<file path="src/rtl/gemm_mem_sequencer.sv">
// gemm_mem_sequencer: splits a (addr, len, dir) command into 16-byte beats
// on the byte-masked memory port and streams them to/from the GEMM buffers.
// Optional build macro GEMM_MEMSEQ_RANGE_CHECK_EN rejects zero-length and
// out-of-range commands with an err pulse instead of done.
module gemm_mem_sequencer #(
  parameter int LEN_W     = 16,
  parameter int MEM_BYTES = 2000
) (
  input  logic             clk,
  input  logic             rst,
  input  logic             cmd_valid,
  output logic             cmd_ready,
  input  logic             cmd_write,
  input  logic [31:0]      cmd_addr,
  input  logic [LEN_W-1:0] cmd_len,
  output logic             rd_valid,
  input  logic             rd_ready,
  output logic [127:0]     rd_data,
  output logic [4:0]       rd_bytes,
  output logic             rd_last,
  input  logic             wr_valid,
  output logic             wr_ready,
  input  logic [127:0]     wr_data,
  output logic             busy,
  output logic             done,
  output logic             err,
  output logic             interface_en,
  output logic             interface_rdwr,
  output logic [31:0]      interface_addr,
  output logic [4:0]       interface_control,
  output logic [127:0]     interface_wr_data,
  input  logic [127:0]     interface_rd_data
);

  typedef enum logic [1:0] {IDLE, RUN, FIN} state_e;

  state_e           state_q;
  logic [31:0]      addr_q;
  logic [LEN_W-1:0] rem_q;
  logic             dir_q;
  logic [4:0]       beat;
  logic             run, beat_hs, reject, last_beat;

  // Beat size and handshake decode from the registered state
  assign run       = (state_q == RUN);
  assign beat      = (rem_q >= LEN_W'(16)) ? 5'd16 : rem_q[4:0];
  assign last_beat = (rem_q <= LEN_W'(16));
  assign beat_hs   = run && (dir_q ? wr_valid : rd_ready);

`ifdef GEMM_MEMSEQ_RANGE_CHECK_EN
  logic        rej_q;
  logic [32:0] end_addr;
  // 33-bit sum so a command wrapping past 2^32 is still caught as out of range
  assign end_addr = {1'b0, cmd_addr} + 33'(cmd_len);
  assign reject   = (cmd_len == '0) || (end_addr > 33'(MEM_BYTES));
  assign err      = (state_q == FIN) && rej_q;
  assign done     = (state_q == FIN) && !rej_q;
`else
  assign reject   = 1'b0;
  assign err      = 1'b0;
  assign done     = (state_q == FIN);
`endif

  // Command FSM: accept in IDLE, advance one beat per handshake in RUN
  always_ff @(posedge clk or negedge rst) begin
    if (!rst) begin
      state_q <= IDLE;
      addr_q  <= '0;
      rem_q   <= '0;
      dir_q   <= 1'b0;
`ifdef GEMM_MEMSEQ_RANGE_CHECK_EN
      rej_q   <= 1'b0;
`endif
    end else begin
      case (state_q)
        IDLE: if (cmd_valid) begin
          addr_q  <= cmd_addr;
          rem_q   <= cmd_len;
          dir_q   <= cmd_write;
`ifdef GEMM_MEMSEQ_RANGE_CHECK_EN
          rej_q   <= reject;
`endif
          state_q <= (cmd_len == '0 || reject) ? FIN : RUN;
        end
        RUN: if (beat_hs) begin
          addr_q <= addr_q + 32'd16;
          rem_q  <= rem_q - LEN_W'(beat);
          if (last_beat) state_q <= FIN;
        end
        default: begin
          state_q <= IDLE;
`ifdef GEMM_MEMSEQ_RANGE_CHECK_EN
          rej_q   <= 1'b0;
`endif
        end
      endcase
    end
  end

  // Output decode; address and payload hold whenever no handshake occurs
  assign cmd_ready         = (state_q == IDLE);
  assign busy              = (state_q != IDLE);
  assign rd_valid          = run && !dir_q;
  assign rd_data           = interface_rd_data;
  assign rd_bytes          = rd_valid ? beat : 5'd0;
  assign rd_last           = rd_valid && last_beat;
  assign wr_ready          = run && dir_q;
  assign interface_rdwr    = run && dir_q;
  assign interface_en      = run && (!dir_q || wr_valid);
  assign interface_addr    = addr_q;
  assign interface_control = run ? beat : 5'd0;
  assign interface_wr_data = wr_data;

endmodule

</file>
<file path="config.mk">
export PLATFORM = sky130hd
export DESIGN_NAME = gemm_mem_sequencer
export DESIGN_NICKNAME = d
export VERILOG_FILES = /design/src/rtl/gemm_mem_sequencer.sv
export SDC_FILE = /design/constraint.sdc
export NUM_CORES = 1
export LEC_CHECK = 0
export CAP_MARGIN = 15
export CORE_AREA = 2 2 241 243
export CTS_CLUSTER_SIZE = 12
export DETAILED_ROUTE_END_ITERATION = 6
export DIE_AREA = 0 0 243 245
export MAX_ROUTING_LAYER = met4
export PLACE_DENSITY_LB_ADDON = 0.05
export SLEW_MARGIN = 30
export SYNTH_ARGS = -nofsm -noshare
export SYNTH_HDL_FRONTEND = slang
export SYNTH_SLANG_ARGS = --single-unit
</file>
<file path="constraint.sdc">
create_clock -name clk -period 3.34 [get_ports clk]
set_input_delay 0.668 -clock clk [delete_from_list [all_inputs] [get_ports clk]]
set_output_delay 0.668 -clock clk [all_outputs]
set_load 0.02 [all_outputs]
</file>
After elaboration in Yosys (flattened, before gate mapping)
Index checks and enable logic that the tools add are counted. Widths: inputs -> output; s select.

Register bits after elaboration: 51. Input port bits: 310. Output and inout bits: 307. Word-level logic and storage cells: 42.

Add/sub/neg operators: 2. Order comparisons: 2. Equal/unequal tests: 5. Muxes and demuxes: 15. Reductions and logical operators: 14.

Operators by type and width (count): $mux 32 (2); $pmux 32 s2 (1); $add 32x5->32 const B (1); $mux 16 (2); $pmux 16 s2 (1); $ge 16x5->1 const B (1); $le 16x5->1 const B (1); $logic_not 16->1 (1); $sub 16x5->16 (1); $mux 5 (3); $mux 2 (4); $reduce_and 3->1 (2); $logic_and 1x1->1 (5); $ne 2x1->1 const B (2); $pmux 2 s2 (1); $reduce_bool 2->1 (2); $eq 2x1->1 const B (1); $eq 2x2->1 const B (1); $logic_not 2->1 (1); $ne 2x2->1 const B (1); $reduce_and 2->1 (1); $logic_not 1->1 (1); $logic_or 1x1->1 (1); $mux 1 (1).

Longest topological paths before layout
Gate-level depths: netlist of run 1.

Word-level depth: 5. Gate-level depth with buffers: 10. Depth with buffers taken out: 9.

Worst setup path before layout of run 1
OpenSTA, ideal clock, no wires.

Path kind: register to output. Start point: reg state_q[0]. End point: out wr_ready. Arrival: 1.668 ns. Data required time: 2.672 ns. Path slack: 1.004 ns. Stages on the path, launching flop included: 7. Buffers on the path: 3. Path through: dfrtp_1 > clkbuf_1 > inv_1 > nor2_1 > clkbuf_1 > and2_1 > buf_4.

Cells in the longest elaborated chain, start to end: 2.

Ends and longest elaborated chain: from (decl) (line 37) `state_e state_q;`; from (signal assigned) (line 83) `state_q <= (cmd_len == '0 || reject) ? FIN : RUN;`; $eq 2x1->1 (line 45) `assign run = (state_q == RUN);`; $logic_and 1x1->1; to (decl) (line 22) `output logic wr_ready,`.

Every way passes these cells.

Worst setup path in the final report of run 1
Start point: reg rem_q[6]. End point: out rd_bytes[3].

Cells in the longest elaborated chain, start to end: 3.

Ends and longest elaborated chain: from (decl) (line 39) `logic [LEN_W-1:0] rem_q;`; from (signal assigned) (line 78) `rem_q <= cmd_len;`; from (signal assigned) (line 87) `rem_q <= rem_q - LEN_W'(beat);`; $ge 16x5->1 (line 46) `assign beat = (rem_q >= LEN_W'(16)) ? 5'd16 : rem_q[4:0];`; $mux 5 (line 46); $mux 5 (line 105) `assign rd_bytes = rd_valid ? beat : 5'd0;`; to (decl) (line 19) `output logic [4:0] rd_bytes,`.

Every way passes these cells.

==> results of run 1 <==
==> worst max path at each step <==
stage	slack, ns	endpoint
detailed placement	0.40	rd_last
global route	0.01	interface_control[3]
floorplan	1.00	wr_ready
global placement	0.29	rd_last
finish	0.13	rd_bytes[3]
CTS	0.09	interface_control[1]
==> layout make-up <==
cell class	count	share of cell area
clock inverters	1	0.00160
flip-flops and latches	51	0.233
inverters	7	0.00480
well taps	765	0.175
multi-input cells	310	0.335
repair buffers	127	0.225
clock buffers	7	0.0260
==> cell usage after synthesis (10+ instances only) <==
library cell and n:
nand3_1 16, clkbuf_1 18, a21oi_1 34, o22ai_1 15, o21ai_0 24, dfrtp_1 51, and3_1 10, buf_4 259
nor3_1 18, nor2_1 35, nand2_1 49
==> layer usage <==
layer / up-vias / GRT usage / routed length [um]
li1: 1690 / - / -
met1: 1829 / 0.0922 / 9980
met2: 212 / 0.139 / 12400
met3: 77 / 0.0377 / 2160
met4: 0 / 0.0339 / 758
met5: - / - / 0
==> stage by stage <==
step / instances / util
2_1_floorplan: 651 / -
3_3_place_gp: 1260 / 0.0933
3_5_place_dp: 1260 / 0.0933
4_1_cts: 1268 / 0.0960
5_1_grt: 1268 / 0.0960
6_report: 1268 / 0.0960
==> power groups by stage <==
stage | registers [mW] | clock network, mW | logic, mW
CTS | 0.991 | 0.700 | 1.10
global placement | 1.00 | 0 | 1.10
global route | 1.01 | 0.714 | 1.18
detailed placement | 1.00 | 0 | 1.09
floorplan | 1.03 | 0 | 0.918
finish | 0.979 | 0.642 | 1.07
==> worst max-delay path, delay by kind of cell (launching register included) <==
kind                   cells  cell delay (ns)
buffers and inverters      2             0.79
AND/OR/NAND/NOR            3             0.94
flip-flops                 1             0.47
==> cell families after synthesis <==
group / count (synthesis) / share of synthesized area
muxes: 9 / 0.0186
and+or+nand+nor: 172 / 0.173
AOI/OAI and AO/OA: 125 / 0.154
buffers and inverters: 290 / 0.402
adders and majority gates: 2 / 0.00484
DFF: 51 / 0.247
other: 1 / 0.000726
==> flip-flops by register name, summed over array words and instances, names as in the netlist <==
register,cells
state_q,2
dir_q,1
interface_addr,32
rem_q,16
==> cell usage in the layout (no fill, tap or decap), types with 3 or more instances in the layout <==
cell type / synthesis / layout
a211oi_1: 8 / 8
o22ai_1: 15 / 15
or3_1: 7 / 7
nor4_2: 3 / 4
nand2_1: 49 / 49
and2_1: 3 / 3
clkdlybuf4s50_1: 0 / 102
a22o_1: 3 / 3
nor2_1: 35 / 35
o21ai_1: 7 / 7
clkbuf_16: 0 / 5
or4_4: 3 / 3
nor3_1: 18 / 17
buf_4: 259 / 22
nand4_1: 5 / 5
mux2i_1: 6 / 6
a22oi_1: 8 / 8
a21oi_1: 34 / 34
and3_1: 10 / 10
dfrtp_1: 51 / 51
o21ai_0: 24 / 24
nand3_1: 16 / 16
nor4_1: 8 / 7
inv_1: 7 / 7
==> reports/summary.txt, run 1 <==
Clock buffer depth: 2
Initial antenna violation count: 0
Startpoint types: flip-flop
Fill count: 6718
Global-route wire length before repair: 34.5 mm
Post-CTS Resized: 1
Core area: 57000 um2
Number of H-tree levels: 2
Crit end category: primary output
Via count: 3808
Peak Freq: 0.312 GHz
Final instance area: 5480 um2
Unrepaired setup endpoints after global routing: false
Clk pwr share: 0.239
Switching Share: 0.425
Hpwl dp: 19.8 mm
VDD IR max: 0.177 mV
Antenna-violating nets left: 0
Drt first pass iters: 4
Final Hold Viols: 0
Prevailing post-synth register cell: dfrtp_1
Largest net degree at the start of global routing: 33
Routed len/inst: 19.9 um
Reg2reg start: state_q[0]$_DFFE_PN0P_
Worst Setup Path Type: reg -> out
Die ar.: 59500 um2
Fin. max-slew vios: 0
Sequential share of power: 0.364
Sequential fraction of the synthesis area: 0.247
Max-Cap Viols: 0
Drc violations: 0
Critical Path AT: 2.54 ns
Worst-path clk slew: 0.09 ns
Transition time of the tightest slew-check pin: 0.797 ns
Clock latency on the worst-skew pair: 0.34 ns
Post-synth top area share: 0.376
ANT cells: 0
Final min period: 3.21 ns
Fin worst setup slack: 0.135 ns
Detail-routed via count per cell: 3.00
Reg2Reg Depth: 8
Leak: 1.84 nW
Number of global-route vias before repair: 4096
Status: finished clean
Post-layout total power: 2.69 mW
Flop2flop setup slack: 0.96 ns
Placed Area: 5320 um2
CTS tree: yes
Hold WC Path Type: in -> async
Synth area leaders: buf_4 (38%), dfrtp_1 (25%), nand2_1 (3.6%)
DRT Wirelength: 25.3 mm
Final Setup Violations: 0
Post-synthesis cell type count: 60
Die height: 245 um
Starting DRC count in detailed routing: 251
Synth area leader: buf_4
Synth async-reset ratio: 1.00
Power per standard cell area: 491 nW/um2
Syn-to-layout area delta: 5.98%
Period utilization: 0.960
Post-synth EDFFs: 0
Initial Utilization: 0.0906
Internal power: 1.55 mW
YS warnings: 0
Syn avg cell area: 7.95 um2
GR Util All Layers: 0.0858
Layout cells sized above 1: 0.101
Worst Skew: 0.0123 ns
Crit path from: rem_q[6]$_DFFE_PN0P_
Yosys reg bits: 51
Row count: 88
Synthesized area: 5170 um2
Hold_ws: 0.408 ns
Sw Pwr: 1.14 mW
Register Area: 1280 um2
Cts hold-fix bufs: 0
Root Buffer: clkbuf_16
Crit Path Max Fanout: 11
# clock sinks: 51
# IOs: 617
Worst rel slew slack: 0.469
Setup TNS Final: 0 ns
Global route overflow: 0
TritonCTS Buffers: 5
Worst path required time: 2.67 ns
Multi-input gate area: 1840 um2
# port buffers: 103
Worst R2R End: rem_q[9]$_DFFE_PN0P_
Layout net count: 814
Cells along the critical path: or4_4 > nor2_1 > buf_4 > and3_1 > clkdlybuf4s50_1
Die Wd: 243 um
Combinational fraction of design power: 0.397
Global placement routability congestion: 0.679
Pre-CTS setup slack: 0.399 ns
Mapped Cells: 650
Post-CTS setup buffers: 0
Worst path max stage delay: 0.60 ns
Critical Path Slowest Stage Cell: clkdlybuf4s50_1
Note: power is estimated with default switching activity, not from simulation.
==> inputs of run 2 (changes only) <==
--- a/config.mk
+++ b/config.mk
@@ -12,7 +12,7 @@
 export DIE_AREA = 0 0 243 245
 export MAX_ROUTING_LAYER = met4
 export PLACE_DENSITY_LB_ADDON = 0.05
-export SLEW_MARGIN = 30
+export SLEW_MARGIN = 10
 export SYNTH_ARGS = -nofsm -noshare
 export SYNTH_HDL_FRONTEND = slang
 export SYNTH_SLANG_ARGS = --single-unit
==> results of run 2 <==
The final DEF is identical to that of run 1; final timing and power are the same.
==> inputs of run 3 (changes only) <==
--- a/config.mk
+++ b/config.mk
@@ -10,8 +10,10 @@
 export CTS_CLUSTER_SIZE = 12
 export DETAILED_ROUTE_END_ITERATION = 6
 export DIE_AREA = 0 0 243 245
+export GPL_TIMING_DRIVEN = 0
 export MAX_ROUTING_LAYER = met4
 export PLACE_DENSITY_LB_ADDON = 0.05
+export REMOVE_ABC_BUFFERS = 1
 export SLEW_MARGIN = 10
 export SYNTH_ARGS = -nofsm -noshare
 export SYNTH_HDL_FRONTEND = slang
==> reports/summary.txt, run 3 (same netlist as run 1, synthesis figures left out) <==
Core area: 57000 um2 (unchanged)
Max reg flops: 32 (unchanged)
Leak: 1.84 nW (+0.10%)
Post-layout total power: 2.81 mW (+4.4%)
Global route overflow: 0 (unchanged)
Number of global-route vias before repair: 4685 (+14%)
Largest net degree at the start of global routing: 28 (-15%)
Crit end category: primary output
Startpoint types: flip-flop
# IOs: 617 (unchanged)
Cells along the critical path: or4_4 > nor2_4 > and3_1 > clkdlybuf4s50_1
Reg2reg start: dir_q$_DFFE_PN0P_
Critical Path AT: 2.52 ns (-0.02 ns)
Starting DRC count in detailed routing: 403 (+61%)
Multi-input gate area: 1900 um2 (+3.5%)
DRT Wirelength: 102 mm (+300%)
Crit-path leading delay family: simple AND/OR/NAND/NOR gates
Syn-to-layout area delta: 8.23%
Power per standard cell area: 502 nW/um2 (+2.2%)
Final Non-Filler Cells: 1264 (-0.32%)
Worst R2R End: interface_addr[10]$_DFFE_PN0P_
Layout net count: 810 (-0.49%)
Global placement routability congestion: 1.35 (+99%)
Period utilization: 0.955 (-0.00420)
Clock latency on the worst-skew pair: 0.36 ns (+0.02 ns)
Placed Instances: 1247 (-1.0%)
Commonest cells after routing, fill and taps aside: clkdlybuf4s50_1 (102), dfrtp_1 (48), nand2_1 (47)
Bufs and invs on worst path: 1 (-1)
Crit Path Max Fanout: 7 (-4)
Worst rel slew slack: 0.312 (-0.156)
TritonCTS Buffers: 5 (unchanged)
Row count: 88 (unchanged)
Detail-routed via count per cell: 3.86 (+28%)
VDD IR max: 0.208 mV (+18%)
Worst path required time: 2.67 ns (about the same)
Leading cell type in the layout, fill and taps excluded: clkdlybuf4s50_1
Peak Freq: 0.313 GHz (+0.44%)
Final min period: 3.19 ns (-0.0140 ns)
Worst Skew: 0.0177 ns (+0.00539 ns)
ANT cells: 0 (unchanged)
Final Setup Violations: 0 (unchanged)
Worst-path clk slew: 0.10 ns (about the same)
Flop2flop setup slack: 0.64 ns (-0.32 ns)
Cts hold-fix bufs: 0 (unchanged)
Die ar.: 59500 um2 (unchanged)
Pre-CTS setup slack: -0.278 ns (-0.677 ns)
Hold WC Path Type: in -> async
Worst path max stage delay: 0.64 ns (+0.04 ns)
Reg2Reg Depth: 6 (-2)
Drt first pass iters: 4 (unchanged)
Register Area: 1280 um2 (+0.49%)
Fin worst setup slack: 0.149 ns (+0.0140 ns)
Die Wd: 243 um (unchanged)
Fin. max-slew vios: 0 (unchanged)
Worst Setup Path Type: reg -> out
Initial Utilization: 0.0906 (unchanged)
Drc violations: 0 (unchanged)
Fill count: 6662 (-0.83%)
Hpwl dp: 95.5 mm (+380%)
Status: finished clean
Max-Cap Viols: 0 (unchanged)
Root Buffer: clkbuf_16
Number of H-tree levels: 2 (unchanged)
Routed len/inst: 80.9 um (+310%)
# port buffers: 103 (unchanged)
Transition time of the tightest slew-check pin: 1.03 ns (+0.231 ns)
Global-route wire length before repair: 115 mm (+230%)
Layout cells sized above 1: 0.120 (+0.0188)
Initial antenna violation count: 0 (unchanged)
Clock buffer depth: 2 (unchanged)
# clock sinks: 51 (unchanged)
Critical Path Slowest Stage Cell: or4_4
CTS tree: yes
Die height: 245 um (unchanged)
Antenna-violating nets left: 0 (unchanged)
Final Hold Viols: 0 (unchanged)
GR Util All Layers: 0.346 (+0.260)
Via count: 4874 (+28%)
## run 3: cell count changes in the layout (fill, tap and decap cells not counted), moves of 2 or more
cell	previous run	this run
buf_8	0	3
dfrtp_2	0	2
buf_4	22	11
nand2_1	49	47
nor2_4	0	3
dfrtp_1	51	48
nor2_1	35	33
clkinvlp_4	0	2
buf_16	0	3
nand2_2	0	2
## run 3: final cells by class
type                    count  share of cell area
multi-input cells         311               0.340
flip-flops and latches     51               0.229
clock inverters             2             0.00224
repair buffers            122               0.229
well taps                 765               0.171
clock buffers               6              0.0230
inverters                   7             0.00537
## run 3: power by group
part           internal (mW)  total [mW]  switching [mW]  leakage (nW)
registers              0.759        1.06           0.302         0.585
logic                  0.473        1.09           0.615          1.19
clock network          0.282       0.657           0.375        0.0669
total                   1.51        2.81            1.29          1.84
## run 3: what timing repair did
action / 4_1_cts / 5_1_grt
cloned: 0 / 1
gates resized for setup: 10 / 5
setup buffers: 4 / 4
pin swaps: 1 / 1
endpoints found under the setup margin: 15 / 9
## run 3: worst reg2reg max path, delay by kind of cell (launching register included)
kind            cells  cell delay [ns]
mux                 1             0.69
compound gates      3             0.94
buf+inv             1             0.23
simple gates        1             0.15
flops               1             0.58
## run 3: through the flow
stage / hold WS, ns / setup TNS (ns) / instance area [um2] / utilization
after floorplan: 0.372 / 0 / 3120 / -
after global placement: 0.469 / -228.91 / 5110 / 0.0895
after detailed placement: 0.475 / -1.91 / 5320 / 0.0933
final: 0.305 / 0 / 5590 / 0.0981
after CTS: 0.295 / 0 / 5540 / 0.0972
after global routing: 0.314 / -0.00201 / 5590 / 0.0981
## run 3: worst max-delay path by stage
stage	endpoint	startpoint	depth (start not counted)
after floorplan	interface_addr[29]$_DFFE_PN0P_	state_q[0]$_DFFE_PN0P_	5
after global placement	interface_addr[29]$_DFFE_PN0P_	state_q[0]$_DFFE_PN0P_	5
after detailed placement	interface_control[2]	state_q[0]$_DFFE_PN0P_	5
after CTS	rd_last	rem_q[12]$_DFFE_PN0P_	5
after global routing	rd_last	rem_q[12]$_DFFE_PN0P_	5
final	interface_control[2]	rem_q[6]$_DFFE_PN0P_	4
## run 3: routing by layer
metal	global-route usage	part of all wire
met1	0.145	0.16
met2	0.594	0.49
met3	0.455	0.27
met4	0.179	0.069
met5	-	0
